[config.mk]
export PLATFORM = sky130hd
export DESIGN_NAME = matrix_slot_selector
export DESIGN_NICKNAME = d
export VERILOG_FILES = /design/src/rtl/matrix_slot_selector.sv
export SDC_FILE = /design/constraint.sdc
export NUM_CORES = 1
export LEC_CHECK = 0
export ABC_CLOCK_PERIOD_IN_PS = 9450
export CAP_MARGIN = 20
export CELL_PAD_IN_SITES_DETAIL_PLACEMENT = 1
export CELL_PAD_IN_SITES_GLOBAL_PLACEMENT = 1
export CORE_ASPECT_RATIO = 1.25
export CORE_UTILIZATION = 38
export DETAILED_ROUTE_END_ITERATION = 8
export HOLD_SLACK_MARGIN = 0.05
export PLACE_DENSITY_LB_ADDON = 0.1
export RECOVER_POWER = 100
export SETUP_SLACK_MARGIN = 0.02
export SLEW_MARGIN = 20
export SYNTH_ARGS = -nofsm -noshare
export SYNTH_HDL_FRONTEND = slang
export SYNTH_SLANG_ARGS = --single-unit
export TNS_END_PERCENT = 10
[constraint.sdc]
create_clock -name clk -period 9.45 [get_ports clk]
set_clock_uncertainty 0.2 [all_clocks]
set_input_delay 2.3625 -clock clk [delete_from_list [all_inputs] [get_ports clk]]
set_output_delay 2.3625 -clock clk [all_outputs]
set_load 0.01 [all_outputs]
[src/rtl/matrix_slot_selector.sv]
`default_nettype none
// ============================================================================
// Module   : matrix_slot_selector
// Purpose  : Scans storage slots for a dimension match, then holds a cursor
//            that steps through the matches. Define MATRIX_SEARCH_LIVE_EN to
//            prune matches whose slot_valid drops while holding.
// Revision : 1.0 - initial release
// ============================================================================
module matrix_slot_selector #(
    parameter int MAX_STORE  = 8,
    parameter int DIM_BITS   = 4,
    parameter int IDX_BITS   = (MAX_STORE <= 1) ? 1 : $clog2(MAX_STORE),
    parameter int COUNT_BITS = ($clog2(MAX_STORE + 1) < 1) ? 1 : $clog2(MAX_STORE + 1)
) (
    input  logic                          clk,
    input  logic                          rst,
    input  logic                          query_valid,
    output logic                          query_ready,
    input  logic [DIM_BITS-1:0]           req_m,
    input  logic [DIM_BITS-1:0]           req_n,
    input  logic [1:0]                    req_mode,
    input  logic [MAX_STORE*DIM_BITS-1:0] stored_m_flat,
    input  logic [MAX_STORE*DIM_BITS-1:0] stored_n_flat,
    input  logic [MAX_STORE-1:0]          slot_valid,
    input  logic                          step,
    input  logic                          release_req,
    output logic                          busy,
    output logic                          done,
    output logic [MAX_STORE-1:0]          match_mask,
    output logic [COUNT_BITS-1:0]         match_count,
    output logic                          match_exists,
    output logic                          sel_valid,
    output logic [IDX_BITS-1:0]           sel_idx,
    output logic [COUNT_BITS-1:0]         sel_ordinal
);

    typedef enum logic [1:0] {
        S_IDLE = 2'd0,
        S_SCAN = 2'd1,
        S_HOLD = 2'd2
    } state_t;

    localparam logic [1:0] c_MODE_EXACT = 2'd0;
    localparam logic [1:0] c_MODE_TRANS = 2'd1;
    localparam logic [1:0] c_MODE_ROWS  = 2'd2;

    state_t                 r_state, w_state_nxt;
    logic [DIM_BITS-1:0]    r_req_m, r_req_n, w_req_m_nxt, w_req_n_nxt;
    logic [1:0]             r_req_mode, w_req_mode_nxt;
    logic [IDX_BITS-1:0]    r_ptr, w_ptr_nxt;
    logic [MAX_STORE-1:0]   w_mask_nxt, w_scan_mask, w_hold_mask;
    logic [COUNT_BITS-1:0]  w_count_nxt, w_scan_count, w_ord_nxt;
    logic [IDX_BITS-1:0]    w_sel_nxt, w_base_idx, w_step_idx;
    logic                   w_exists_nxt, w_done_nxt, w_hit, w_last;
    logic [DIM_BITS-1:0]    w_slot_m, w_slot_n;

    // First set bit strictly after idx, searching upward with wrap-around.
    function automatic logic [IDX_BITS-1:0] f_next_set(input logic [MAX_STORE-1:0] mask,
                                                       input logic [IDX_BITS-1:0]  idx);
        logic found;
        int   j;
        f_next_set = idx;
        found      = 1'b0;
        for (int i = 1; i <= MAX_STORE; i++) begin
            j = int'(idx) + i;
            if (j >= MAX_STORE) j = j - MAX_STORE;
            if (!found && mask[j]) begin
                f_next_set = IDX_BITS'(j);
                found      = 1'b1;
            end
        end
    endfunction

    function automatic logic [IDX_BITS-1:0] f_lowest(input logic [MAX_STORE-1:0] mask);
        f_lowest = '0;
        for (int i = MAX_STORE - 1; i >= 0; i--)
            if (mask[i]) f_lowest = IDX_BITS'(i);
    endfunction

    // Number of set bits at or below idx; a full popcount when idx is the top slot.
    function automatic logic [COUNT_BITS-1:0] f_rank(input logic [MAX_STORE-1:0] mask,
                                                     input int                   idx);
        f_rank = '0;
        for (int i = 0; i < MAX_STORE; i++)
            if (i <= idx && mask[i]) f_rank = f_rank + COUNT_BITS'(1);
    endfunction

    assign w_slot_m = stored_m_flat[int'(r_ptr)*DIM_BITS +: DIM_BITS];
    assign w_slot_n = stored_n_flat[int'(r_ptr)*DIM_BITS +: DIM_BITS];
    assign w_last   = (int'(r_ptr) == MAX_STORE - 1);

    always_comb begin
        w_hit = 1'b0;
        if (slot_valid[r_ptr]) begin
            case (r_req_mode)
                c_MODE_EXACT: w_hit = (w_slot_m == r_req_m) && (w_slot_n == r_req_n);
                c_MODE_TRANS: w_hit = (w_slot_m == r_req_n) && (w_slot_n == r_req_m);
                c_MODE_ROWS:  w_hit = (w_slot_m == r_req_m);
                default:      w_hit = (w_slot_n == r_req_n);
            endcase
        end
    end

    assign w_scan_mask  = match_mask | (w_hit ? (MAX_STORE'(1) << r_ptr) : '0);
    assign w_scan_count = match_count + (w_hit ? COUNT_BITS'(1) : COUNT_BITS'(0));

`ifdef MATRIX_SEARCH_LIVE_EN
    assign w_hold_mask = match_mask & slot_valid;
`else
    assign w_hold_mask = match_mask;
`endif

    // Invalidation of the selected slot is resolved first, then any step.
    assign w_base_idx = w_hold_mask[sel_idx] ? sel_idx : f_next_set(w_hold_mask, sel_idx);
    assign w_step_idx = step ? f_next_set(w_hold_mask, w_base_idx) : w_base_idx;

    always_comb begin
        w_state_nxt    = r_state;
        w_req_m_nxt    = r_req_m;
        w_req_n_nxt    = r_req_n;
        w_req_mode_nxt = r_req_mode;
        w_ptr_nxt      = r_ptr;
        w_mask_nxt     = match_mask;
        w_count_nxt    = match_count;
        w_exists_nxt   = match_exists;
        w_sel_nxt      = sel_idx;
        w_ord_nxt      = sel_ordinal;
        w_done_nxt     = 1'b0;
        case (r_state)
            S_IDLE: begin
                if (query_valid) begin
                    w_req_m_nxt    = req_m;
                    w_req_n_nxt    = req_n;
                    w_req_mode_nxt = req_mode;
                    w_ptr_nxt      = '0;
                    w_mask_nxt     = '0;
                    w_count_nxt    = '0;
                    w_exists_nxt   = 1'b0;
                    w_state_nxt    = S_SCAN;
                end
            end
            S_SCAN: begin
                if (release_req) begin
                    w_state_nxt  = S_IDLE;
                    w_mask_nxt   = '0;
                    w_count_nxt  = '0;
                    w_exists_nxt = 1'b0;
                    w_sel_nxt    = '0;
                    w_ord_nxt    = '0;
                end else begin
                    w_mask_nxt   = w_scan_mask;
                    w_count_nxt  = w_scan_count;
                    w_exists_nxt = (w_scan_count != '0);
                    if (w_last) begin
                        w_state_nxt = S_HOLD;
                        w_done_nxt  = 1'b1;
                        w_sel_nxt   = f_lowest(w_scan_mask);
                        w_ord_nxt   = (w_scan_mask != '0) ? COUNT_BITS'(1) : COUNT_BITS'(0);
                    end else begin
                        w_ptr_nxt = r_ptr + IDX_BITS'(1);
                    end
                end
            end
            S_HOLD: begin
                if (release_req) begin
                    w_state_nxt  = S_IDLE;
                    w_mask_nxt   = '0;
                    w_count_nxt  = '0;
                    w_exists_nxt = 1'b0;
                    w_sel_nxt    = '0;
                    w_ord_nxt    = '0;
                end else if (w_hold_mask == '0) begin
                    w_mask_nxt   = '0;
                    w_count_nxt  = '0;
                    w_exists_nxt = 1'b0;
                    w_sel_nxt    = '0;
                    w_ord_nxt    = '0;
                end else begin
                    w_mask_nxt   = w_hold_mask;
                    w_count_nxt  = f_rank(w_hold_mask, MAX_STORE - 1);
                    w_exists_nxt = 1'b1;
                    w_sel_nxt    = w_step_idx;
                    w_ord_nxt    = f_rank(w_hold_mask, int'(w_step_idx));
                end
            end
            default: w_state_nxt = S_IDLE;
        endcase
    end

    always_ff @(posedge clk or posedge rst) begin
        if (rst) begin
            r_state      <= S_IDLE;
            r_req_m      <= '0;
            r_req_n      <= '0;
            r_req_mode   <= '0;
            r_ptr        <= '0;
            match_mask   <= '0;
            match_count  <= '0;
            match_exists <= 1'b0;
            sel_idx      <= '0;
            sel_ordinal  <= '0;
            done         <= 1'b0;
            query_ready  <= 1'b1;
            busy         <= 1'b0;
            sel_valid    <= 1'b0;
        end else begin
            r_state      <= w_state_nxt;
            r_req_m      <= w_req_m_nxt;
            r_req_n      <= w_req_n_nxt;
            r_req_mode   <= w_req_mode_nxt;
            r_ptr        <= w_ptr_nxt;
            match_mask   <= w_mask_nxt;
            match_count  <= w_count_nxt;
            match_exists <= w_exists_nxt;
            sel_idx      <= w_sel_nxt;
            sel_ordinal  <= w_ord_nxt;
            done         <= w_done_nxt;
            query_ready  <= (w_state_nxt == S_IDLE);
            busy         <= (w_state_nxt != S_IDLE);
            sel_valid    <= (w_state_nxt == S_HOLD) && w_exists_nxt;
        end
    end

endmodule
`default_nettype wire

* After elaboration in Yosys (flattened, before gate mapping)
Index checks and enable logic that the tools add are counted.
Word-level totals: ROM bits 0, input port bits 87, memory bits (writable) 0, bits in registers 39, memories kept 0, bits in latches 0, word-level logic and storage cells 378
Operators by class: bitwise gates (word level) 1, reduce and logical (&&, ||, !) cells 53, $lt $le $gt $ge 41, shift operators 3, equality and inequality tests 15, muxes and demuxes 204, multiply operators 0, div/mod/pow operators 0, $add $sub $neg 47
Operator list (count):
- 32-bit by 5-bit less-than comparator with 1-bit output, second input constant | 16
- 32-bit 2-to-1 mux | 16
- 4-bit 2-to-1 mux | 61
- 3-bit 2-to-1 mux | 33
- 4-bit by 4-bit subtractor with 5-bit output, second input constant | 14
- 32-bit by 6-bit variable part select with 4-bit output | 2
- 1-bit 2-to-1 mux | 59
- 4-bit greater-or-equal comparator, second input constant | 14
- 1-bit binary-select mux with 3-bit select | 18
- 4-bit by 1-bit adder with 4-bit output, second input constant | 13
- 8-bit 2-to-1 mux | 5
- 3-bit by 3-bit adder with 4-bit output, second input constant | 8
- 1-bit logical AND | 24
- 8-bit case mux with 3 select lines | 1
- 3-bit by 2-bit adder with 4-bit output, second input constant | 4
- 4-bit equality test | 4
- 1-bit zero test | 14
- 3-bit <= comparator, first input constant | 4
- 3-bit case mux with 2 select lines | 2
- 4-bit case mux with 3 select lines | 1
- 5-bit by 4-bit subtractor with 6-bit output, second input constant | 2
- 3-bit by 4-bit adder with 5-bit output, second input constant | 2
- 5-bit by 4-bit greater-or-equal comparator with 1-bit output, second input constant | 2
- 3-bit by 1-bit adder with 4-bit output, second input constant | 2
- 25 further kinds | 43

* Depth between registers and ports, before layout
Gate-level depths: netlist of run 1.
depth after elaboration 94, gate-level depth with buffers 48, gate-level depth less buffers 40

* Worst setup path before layout of run 1
No wires, ideal clock.
kind register -> register, from reg sel_idx[0], to reg sel_ordinal[3], arrival time 9.732 ns, stages on the path, launching flop included 46, path slack -0.568 ns, required time 9.163 ns, clock period less this slack 10.018 ns, path through dfrtp_1 -> buf_6 -> buf_6 -> buf_2 -> inv_1 -> ha_1 -> buf_2 -> xor2_1 -> mux2_2 -> mux2i_1 -> nor2_1 -> a221oi_1 -> o21ai_2 -> inv_1 -> buf_2 -> buf_2 -> ha_1 -> clkbuf_1 -> [... 10 more ...] -> nand2_1 -> ha_1 -> clkbuf_1 -> inv_1 -> nor2_1 -> a211o_1 -> o311a_1 -> nor4_4 -> inv_1 -> ha_1 -> inv_1 -> or4_1 -> o22a_1 -> o32a_1 -> o21a_1 -> o21a_1 -> nand2b_1 -> o211ai_1
Between the ends: cells in the longest elaborated chain, start to end 94, elaborated cells on any way between the ends 222, those cells by class add/sub: 38; order compare: 23; mux: 126; reduce/logical: 35
Ends and longest elaborated chain:
- start: declaration | RTL line 33 | output logic [IDX_BITS-1:0] sel_idx,
- start signal: assignment | RTL line 215 | sel_idx <= w_sel_nxt;
- 3-bit by 1-bit adder with 4-bit output | RTL line 65 | j = int'(idx) + i;
- 4-bit by 4-bit subtractor with 5-bit output or 4-bit greater-or-equal comparator (tied branches) | RTL line 66 | if (j >= MAX_STORE) j = j - MAX_STORE;
- 32-bit 2-to-1 mux | RTL line 66
- 1-bit binary-select mux with 3-bit select | RTL line 67 | if (!found && mask[j]) begin
- 1-bit 2-to-1 mux (implied by the code) (2 in a row) | RTL line 67
- 1-bit 2-to-1 mux | RTL line 67
- 1-bit zero test | RTL line 67
- 1-bit logical AND | RTL line 67
- [... 77 more ...]
- 4-bit 2-to-1 mux | RTL line 172 | end else if (w_hold_mask == '0) begin
- 4-bit 2-to-1 mux | RTL line 165 | if (release_req) begin
- 4-bit 2-to-1 mux | RTL line 129 | case (r_state)
- 4-bit by 1-bit adder with 4-bit output | RTL line 85 | if (i <= idx && mask[i]) f_rank = f_rank + COUNT_BITS'(1);
- 4-bit 2-to-1 mux * | RTL line 85
- 4-bit 2-to-1 mux * | RTL line 172
- 4-bit 2-to-1 mux * | RTL line 165
- 4-bit case mux with 2 select lines * | RTL line 129
- end signal: assignment | RTL line 216 | sel_ordinal <= w_ord_nxt;
- end: declaration | RTL line 34 | output logic [COUNT_BITS-1:0] sel_ordinal
Every way passes the cells marked *; elsewhere a longest branch is shown, timed or not. The select of a mux whose other input is x is not followed. A chain may end at the register's enable or synchronous reset.

* Final worst setup path of run 1
from reg sel_idx[1], to reg sel_ordinal[3]
Same word-level chain as after synthesis.

==> results of run 1 <==
## cell families after synthesis
logic type,after synthesis,share of synthesized area [%]
and+or+nand+nor,276,20.39
xor gates and xnor gates,52,7.136
AOI/OAI and AO/OA,205,23.23
muxes,105,22.92
adders and majority gates,32,5.811
buffers and inverters,98,6.337
DFF,39,14.18
## worst paths after layout
check	slack, ns	end	startpoint	cells past startpoint
hold reg to reg	0.30	sel_ordinal[0]$_DFFE_PP0P_	sel_ordinal[0]$_DFFE_PP0P_	2
setup reg to reg	0.39	sel_ordinal[3]$_DFFE_PP0P_	sel_idx[1]$_DFFE_PP0P_	37
min in group asynchronous	3.11	sel_idx[2]$_DFFE_PP0P_	rst	3
setup / recovery	0.39	sel_ordinal[3]$_DFFE_PP0P_	sel_idx[1]$_DFFE_PP0P_	37
hold / removal	0.30	sel_ordinal[0]$_DFFE_PP0P_	sel_ordinal[0]$_DFFE_PP0P_	2
max in group asynchronous	4.57	sel_idx[2]$_DFFE_PP0P_	rst	3
## repair_timing
item / CTS / global route
buffers inserted: 0 / 19
gates resized for setup: 2 / 39
pin swaps: 0 / 9
cloned: 0 / 1
endpoints found under the setup margin: 1 / 3
## worst max-delay path: cells and delay by family, from the launching register on
kind / cells / cell delay [ns]
AOI/OAI and AO/OA: 14 / 2.96
muxes: 4 / 1.65
and+or+nand+nor: 8 / 1.60
adders and majority gates: 4 / 1.29
buffers and inverters: 6 / 0.74
DFF: 1 / 0.37
xor gates and xnor gates: 1 / 0.16
## stage by stage
step | setup TNS (ns) | utilization [%] | setup slack, ns | power [mW]
after floorplan | 0 | - | 0.04067 | 0.7607
after global placement | 0 | 46.97 | 0.2614 | 0.9415
after detailed placement | 0 | 46.97 | 0.01326 | 0.9670
after CTS | 0 | 48.06 | 0.02369 | 1.180
after global routing | -0.02687 | 49.84 | -0.02687 | 1.270
final | 0 | 49.84 | 0.3884 | 1.189
## routing by layer
layer	routed length, um	share of wire [%]	vias up	track usage (%)
met4	771	3.1	0	10.34
met5	0	0	-	0
li1	-	-	3312	-
met3	1023	4.1	53	3.031
met2	12950	52	212	47.62
met1	9999	40	3519	31.62
## layout make-up
class | count | area (um2) | area share, %
multi-input combinational | 671 | 5695 | 64.80
timing repair buffer | 157 | 1488 | 16.93
sequential | 39 | 978.4 | 11.13
tap | 224 | 280.3 | 3.189
inverter | 41 | 170.2 | 1.936
clock buffer | 6 | 138.9 | 1.580
clock inverter | 2 | 38.79 | 0.4413
## power groups by stage
stage | clock, mW | combinational [mW] | sequential (mW)
after floorplan | 0 | 0.518 | 0.243
after global placement | 0 | 0.670 | 0.272
after detailed placement | 0 | 0.693 | 0.274
after CTS | 0.210 | 0.697 | 0.272
after global routing | 0.215 | 0.777 | 0.278
final | 0.206 | 0.713 | 0.270
## registers in the layout (all words and copies together), names as in the netlist, 2 cells and up
register / count
r_state: 2
sel_idx: 3
r_req_mode: 2
sel_ordinal: 4
r_req_n: 4
r_ptr: 3
match_mask: 8
match_count: 4
r_req_m: 4
## cell usage in the layout (no fill, tap or decap), types with 5 or more instances in the layout
cell type,instances
sky130_fd_sc_hd__nor2b_1,8
sky130_fd_sc_hd__dfrtp_1,37
sky130_fd_sc_hd__xor2_1,9
sky130_fd_sc_hd__a21oi_1,40
sky130_fd_sc_hd__o211ai_1,11
sky130_fd_sc_hd__o22ai_1,5
sky130_fd_sc_hd__nand3_1,22
sky130_fd_sc_hd__and3_1,11
sky130_fd_sc_hd__and2_1,5
sky130_fd_sc_hd__nand4_1,15
sky130_fd_sc_hd__ha_1,28
sky130_fd_sc_hd__nand2b_1,10
sky130_fd_sc_hd__mux2_2,27
sky130_fd_sc_hd__a21o_1,5
sky130_fd_sc_hd__a211oi_1,12
sky130_fd_sc_hd__nand2_1,75
sky130_fd_sc_hd__buf_4,41
sky130_fd_sc_hd__or4_1,6
sky130_fd_sc_hd__a22o_1,6
sky130_fd_sc_hd__dlygate4sd3_1,22
sky130_fd_sc_hd__clkdlybuf4s50_1,88
sky130_fd_sc_hd__nor4_1,11
sky130_fd_sc_hd__nor3_1,23
sky130_fd_sc_hd__mux2i_1,34
sky130_fd_sc_hd__o21ai_0,25
sky130_fd_sc_hd__nor2_1,55
sky130_fd_sc_hd__xnor2_1,37
sky130_fd_sc_hd__clkbuf_16,5
sky130_fd_sc_hd__or3_1,6
sky130_fd_sc_hd__inv_1,32
sky130_fd_sc_hd__mux4_2,38
sky130_fd_sc_hd__a31oi_1,6
==> summary.log, run 1 <==
qor: global_routing.grt_usage 26.54%
qor: logic_synthesis.synth-warning-count 0
qor: logic_synthesis.synth_area_leader_cell sky130_fd_sc_hd__dfrtp_1
qor: cells_and_area.fin_nets 1034
qor: detailed_routing.post_drt_via_cell_ratio 6.225
qor: critical_path.timing.critical_path.to_type flip-flop
qor: logic_synthesis.postSynthAreaPerCell 8.538 um2
qor: cells_and_area.filler_cell_count 2057
qor: detailed_routing.initialDrtViolationCount 360
qor: logic_synthesis.synth-seq-area-share 14.18%
qor: cells_and_area.diodes 0
qor: cells_and_area.final-instance-count-excl-fill 1140
qor: cells_and_area.final_area 0.008790 mm2
qor: pwr.p_seq_share 22.7%
qor: critical_path.crit_path_max_fo 9
qor: critical_path.critical_path.slowest_cell sky130_fd_sc_hd__mux4_2
qor: pwr.total_switching_power 497.0 uW
qor: cells_and_area.layout-drive-gt1-share 20.09%
qor: cts.cts.sinks 39
qor: pwr.power.leakage 3.510 nW
qor: sta.worstMarginPinSlew 2.150 ns
qor: sta.finalSetupViolCount 0
qor: logic_synthesis.synth-edff-count 0
qor: floorplanning.num_rows 54
qor: detailed_routing.route.antenna.remaining_nets 0
qor: critical_path.cp_slowest_stage_delay 0.56 ns
qor: status.violations capacitance limit, slew limit
qor: sta.timing.final.crit_share 95.89%
qor: detailed_routing.num_vias 7096
qor: sta.relSlewSlack -43.35%
qor: cts.clock_latency_of_the_later_clocked_register_in_the_worst_skew_pair 0.29 ns
qor: cts.clock_tree.root_cell sky130_fd_sc_hd__clkbuf_16
qor: sta.fmaxAchievable 0.1104 GHz
qor: pwr.combPwrFrac 60.0%
qor: cts.clock_path_buffers 2
qor: pwr.worst_ir_drop_vdd 0.1037 mV
qor: critical_path.cp_data_required_time 9.45 ns
qor: logic_synthesis.ys_ff_latch 39
qor: critical_path.critPathArrivalTime 9.07 ns
qor: logic_synthesis.synth_top_cell_area_share 13.80%
qor: critical_path.startpoint_type flip-flop
qor: floorplanning.floorplan.initialDensity 39.07%
qor: floorplanning.pin_count 111
qor: place.placed_cell_areas 0.008283 mm2
qor: logic_synthesis.synth_ff_type sky130_fd_sc_hd__dfrtp_1
qor: global_routing.gr-total-overflow 0
qor: detailed_routing.route.detailed.drc 0
qor: job.drv.max_cap_violation_count 1
qor: logic_synthesis.post_synth_instance_area 0.006890 mm2
qor: floorplanning.core_region_area 0.01763 mm2
qor: cells_and_area.area_growth_syn_to_layout 27.56%
qor: sta.worst_hold_check_slack 0.3023 ns
qor: floorplanning.die-area 0.01868 mm2
qor: cts.cts-buffers-inserted 5
qor: logic_synthesis.synth.area.top_cells sky130_fd_sc_hd__dfrtp_1 (14%), sky130_fd_sc_hd__mux4_2 (12%), sky130_fd_sc_hd__ha_1 (5.8%)
qor: place.post-dp-hpwl 19350 um
qor: place.post-place-cells 1112
qor: logic_synthesis.netlist_instances 807
qor: pwr.power.density 135.2 mW/mm2
qor: logic_synthesis.fraction_of_registers_with_async_set_or_reset_after_synthesis 100.0%
qor: place.place.gp.congestion 0.8920
qor: logic_synthesis.synth_nets 926
qor: global_routing.antenna_violations_before_repair 0
qor: cts.cts.clk_slew.worst_paths 0.06 ns
qor: floorplanning.dieWidth 122.4 um
qor: sta.timing.final.crit_period 9.062 ns
qor: cts.clock_tree_from_tritoncts built
qor: sta.finalMaxSlewViolations 40
qor: global_routing.first_global_vias 7610
qor: detailed_routing.detail_route.wirelength 24750 um
qor: status.status finished, violations left
qor: floorplanning.floorplan_die_height 152.6 um
qor: pwr.switching_share 41.81%
qor: pwr.cell_internal_power 691.7 uW
qor: cts.post_cts_hold_buffer_count 0
qor: global_routing.grt_start_max_net_pins 40
qor: detailed_routing.drtPass1Iterations 5
qor: critical_path.critPathKind reg2reg
qor: pwr.part_of_the_total_power_dissipated_in_the_clock_network 17.3%
qor: logic_synthesis.synth_cell_type_count 93
qor: worst_hold_path.min_path_type reg2reg
qor: detailed_routing.wl_per_cell 21.71 um
qor: logic_synthesis.synth_common_cells sky130_fd_sc_hd__nand2_1 (77), sky130_fd_sc_hd__nor2_1 (55), sky130_fd_sc_hd__a21oi_1 (42)
qor: cts.cts.htree.levels 2
qor: global_routing.global_route_wire_length_before_repair 39560 um
qor: logic_synthesis.most_common_cell_in_the_synthesized_netlist sky130_fd_sc_hd__nand2_1
qor: place.port-buffer-count 110
qor: sta.finalHoldViolations 0
(Power assumes the default switching activity.)
==> inputs of run 2 (changes only) <==
CORE_UTILIZATION = 35   (was 38)
==> run 2 against run 1 <==
  * Combinational power is 1% lower
  * Register-to-register slack hardly changed
  * Via count is 2.8% lower
  * The run still ends with capacitance limit, slew limit left
  * Clock-buffer cell count is 1 lower
  * Largest power group unchanged
  * Sequential share of layout area is 0.069 points higher
  * First-iteration DRC count is 19% lower
==> summary.log, run 2 (synthesized netlist as in run 1, its figures left out) <==
qor: status.status finished, violations left
qor: status.violations capacitance limit, slew limit
qor: sta.fmaxAchievable 0.1103 GHz
qor: place.place.gp.congestion 0.8906
qor: sta.finalSetupViolCount 0
qor: critical_path.r2r_cells 39
qor: cells_and_area.diodes 0
qor: sta.timing.final.crit_share 95.93%
qor: cells_and_area.mostFrequentLayoutCell sky130_fd_sc_hd__clkdlybuf4s50_1
qor: pwr.power.leakage 3.446 nW
qor: sta.timing.final.crit_period 9.065 ns
qor: floorplanning.floorplan.initialDensity 35.65%
qor: global_routing.groute.layer.met2.usage 43.86%
qor: critical_path.critPathKind reg2reg
qor: cts.cts.htree.levels 2
qor: cts.clock_latency_of_the_later_clocked_register_in_the_worst_skew_pair 0.29 ns
qor: cts.clock_tree.root_cell sky130_fd_sc_hd__clkbuf_16
qor: detailed_routing.num_vias 6898
qor: global_routing.gr-total-overflow 0
qor: floorplanning.num_rows 57
qor: sta.setup-tns-final 0 ns
qor: global_routing.grt_usage 24.56%
qor: critical_path.crit_path_max_fo 9
qor: critical_path.r2r_slack 0.38 ns
qor: pwr.worst_ir_drop_vdd 0.1297 mV
qor: critical_path.timing.critical_path.to_type flip-flop
qor: critical_path.cp_data_required_time 9.45 ns
qor: detailed_routing.route.antenna.remaining_nets 0
qor: cts.cts-buffers-inserted 5
qor: cells_and_area.layout-drive-gt1-share 18.65%
qor: global_routing.first_global_vias 7514
qor: cells_and_area.largest_register_ff_count 8
qor: sta.worst_hold_check_slack 0.2986 ns
qor: critical_path.cp_slowest_stage_delay 0.53 ns
qor: detailed_routing.post_drt_via_cell_ratio 5.891
qor: worst_hold_path.min_delay_path_depth 1
qor: cells_and_area.utilization 45.14%
qor: place.port-buffer-count 110
qor: detailed_routing.drtPass1Iterations 4
qor: cells_and_area.fin_nets 1024
qor: worst_hold_path.min_path_type reg2reg
qor: sta.worstMarginPinSlew 2.176 ns
qor: floorplanning.core_region_area 0.01933 mm2
qor: cells_and_area.mostFrequentLayoutCells sky130_fd_sc_hd__clkdlybuf4s50_1 (88), sky130_fd_sc_hd__nand2_1 (76), sky130_fd_sc_hd__nor2_1 (55)
qor: sta.relSlewSlack -45.04%
qor: global_routing.grt_start_max_net_pins 40
qor: floorplanning.die-area 0.02026 mm2
qor: cells_and_area.final-instance-count-excl-fill 1171
qor: cells_and_area.filler_cell_count 2296
qor: critical_path.top_cell_family_by_delay_on_the_critical_path compound AO/OA/AOI/OAI gates
qor: sta.finalHoldViolations 0
qor: global_routing.grt_busiest_layer met2
qor: cells_and_area.max_flop_register match_mask
qor: detailed_routing.route.detailed.drc 0
qor: critical_path.critical_path_depth 39
qor: critical_path.startpoint_type flip-flop
qor: cts.cts.sinks 39
qor: floorplanning.dieWidth 127.5 um
qor: place.post-place-cells 1153
qor: detailed_routing.wl_per_cell 20.97 um
qor: detailed_routing.initialDrtViolationCount 293
qor: floorplanning.floorplan_die_height 158.9 um
qor: critical_path.critical_path_most_common_cell sky130_fd_sc_hd__inv_1
qor: cts.cts.clk_slew.worst_paths 0.06 ns
qor: sta.finalMaxSlewViolations 40
qor: place.post-dp-hpwl 19440 um
qor: floorplanning.pin_count 111
qor: cts.clock_path_buffers 2
qor: cts.post_cts_hold_buffer_count 0
qor: critical_path.cp_num_buf_inv 6
qor: critical_path.critical_path.slowest_cell sky130_fd_sc_hd__mux4_2
qor: global_routing.grt_use_met3 2.695%
qor: critical_path.critPathArrivalTime 9.07 ns
qor: detailed_routing.detail_route.wirelength 24560 um
qor: global_routing.antenna_violations_before_repair 0
qor: cells_and_area.area_growth_syn_to_layout 26.62%
qor: pwr.power.density 137.3 mW/mm2
qor: global_routing.global_route_wire_length_before_repair 40000 um
qor: cts.clock_tree_from_tritoncts built
qor: job.drv.max_cap_violation_count 1
qor: global_routing.globalRouteMet1Util 30.66%
==> run 2: cell types whose count changed in the layout (fill, tap and decap cells not counted), sizes merged <==
cell      delta
bufinv       +1
buf         -10
clkinv       +1
nor2         -1
clkinvlp     -1
==> run 2: layout make-up <==
cell class	instances	area, um2	share of cell area, %
Multi-Input combinational cell	670	5660	64.88
Timing Repair Buffer	148	1391	15.95
Sequential cell	39	977.2	11.20
Tap cell	265	331.6	3.800
Inverter	41	167.7	1.922
Clock buffer	5	125.1	1.434
Clock inverter	3	71.32	0.8174
==> run 2: metal layers <==
layer  wire [um]  vias up
met1       10650     3443
met4         567        0
met3         710       33
met5           0        -
met2       12640      137
li1            -     3285
==> run 2: power breakdown <==
group,leakage [nW],switching [mW],internal (mW)
Clock,0.0959,0.0747,0.153
Combinational,2.84,0.364,0.342
Sequential,0.512,0.0574,0.207
==> run 2: timing repair <==
item | CTS | global route
buffers inserted | 0 | 10
gates resized for setup | 2 | 28
setup endpoints to repair | 1 | 3
pin swaps | 0 | 7
==> run 2: worst reg2reg max path: cells and delay by family, from the launching register on <==
family	cells	cell delay [ns]
multiplexers	4	1.08
buffers and inverters	6	0.63
flip-flops	1	0.36
AO/OA/AOI/OAI	13	2.93
AND/OR/NAND/NOR	11	2.32
adder cells (fa/ha/maj)	5	1.46
==> run 2: stage by stage <==
step / power, mW / instance area, um2 / setup WS, ns
floorplan: 0.7607 / 7015 / 0.04067
global placement: 0.9486 / 8334 / 0.1841
detailed placement: 0.9703 / 8334 / 0.01918
CTS: 1.207 / 8543 / 0.02615
global route: 1.282 / 8725 / -0.06581
finish: 1.198 / 8725 / 0.3849
==> run 2: path summary, 6_finish.rpt <==
| check | start | endpoint |
|---|---|---|
| hold / removal | sel_ordinal[2]$_DFFE_PP0P_ | sel_ordinal[2]$_DFFE_PP0P_ |
| setup reg to reg | sel_idx[1]$_DFFE_PP0P_ | sel_ordinal[3]$_DFFE_PP0P_ |
| setup / recovery | sel_idx[1]$_DFFE_PP0P_ | sel_ordinal[3]$_DFFE_PP0P_ |
| hold reg to reg | sel_ordinal[2]$_DFFE_PP0P_ | sel_ordinal[2]$_DFFE_PP0P_ |
| max in group asynchronous | rst | match_count[1]$_DFFE_PP0P_ |
| min in group asynchronous | rst | r_req_mode[1]$_DFFE_PP0P_ |
==> inputs of run 3 (changes only) <==
CTS_CLUSTER_SIZE = 28   (was unset)
==> results of run 3 <==
Same layout as run 2: the final DEF is identical, and so are final timing and power.
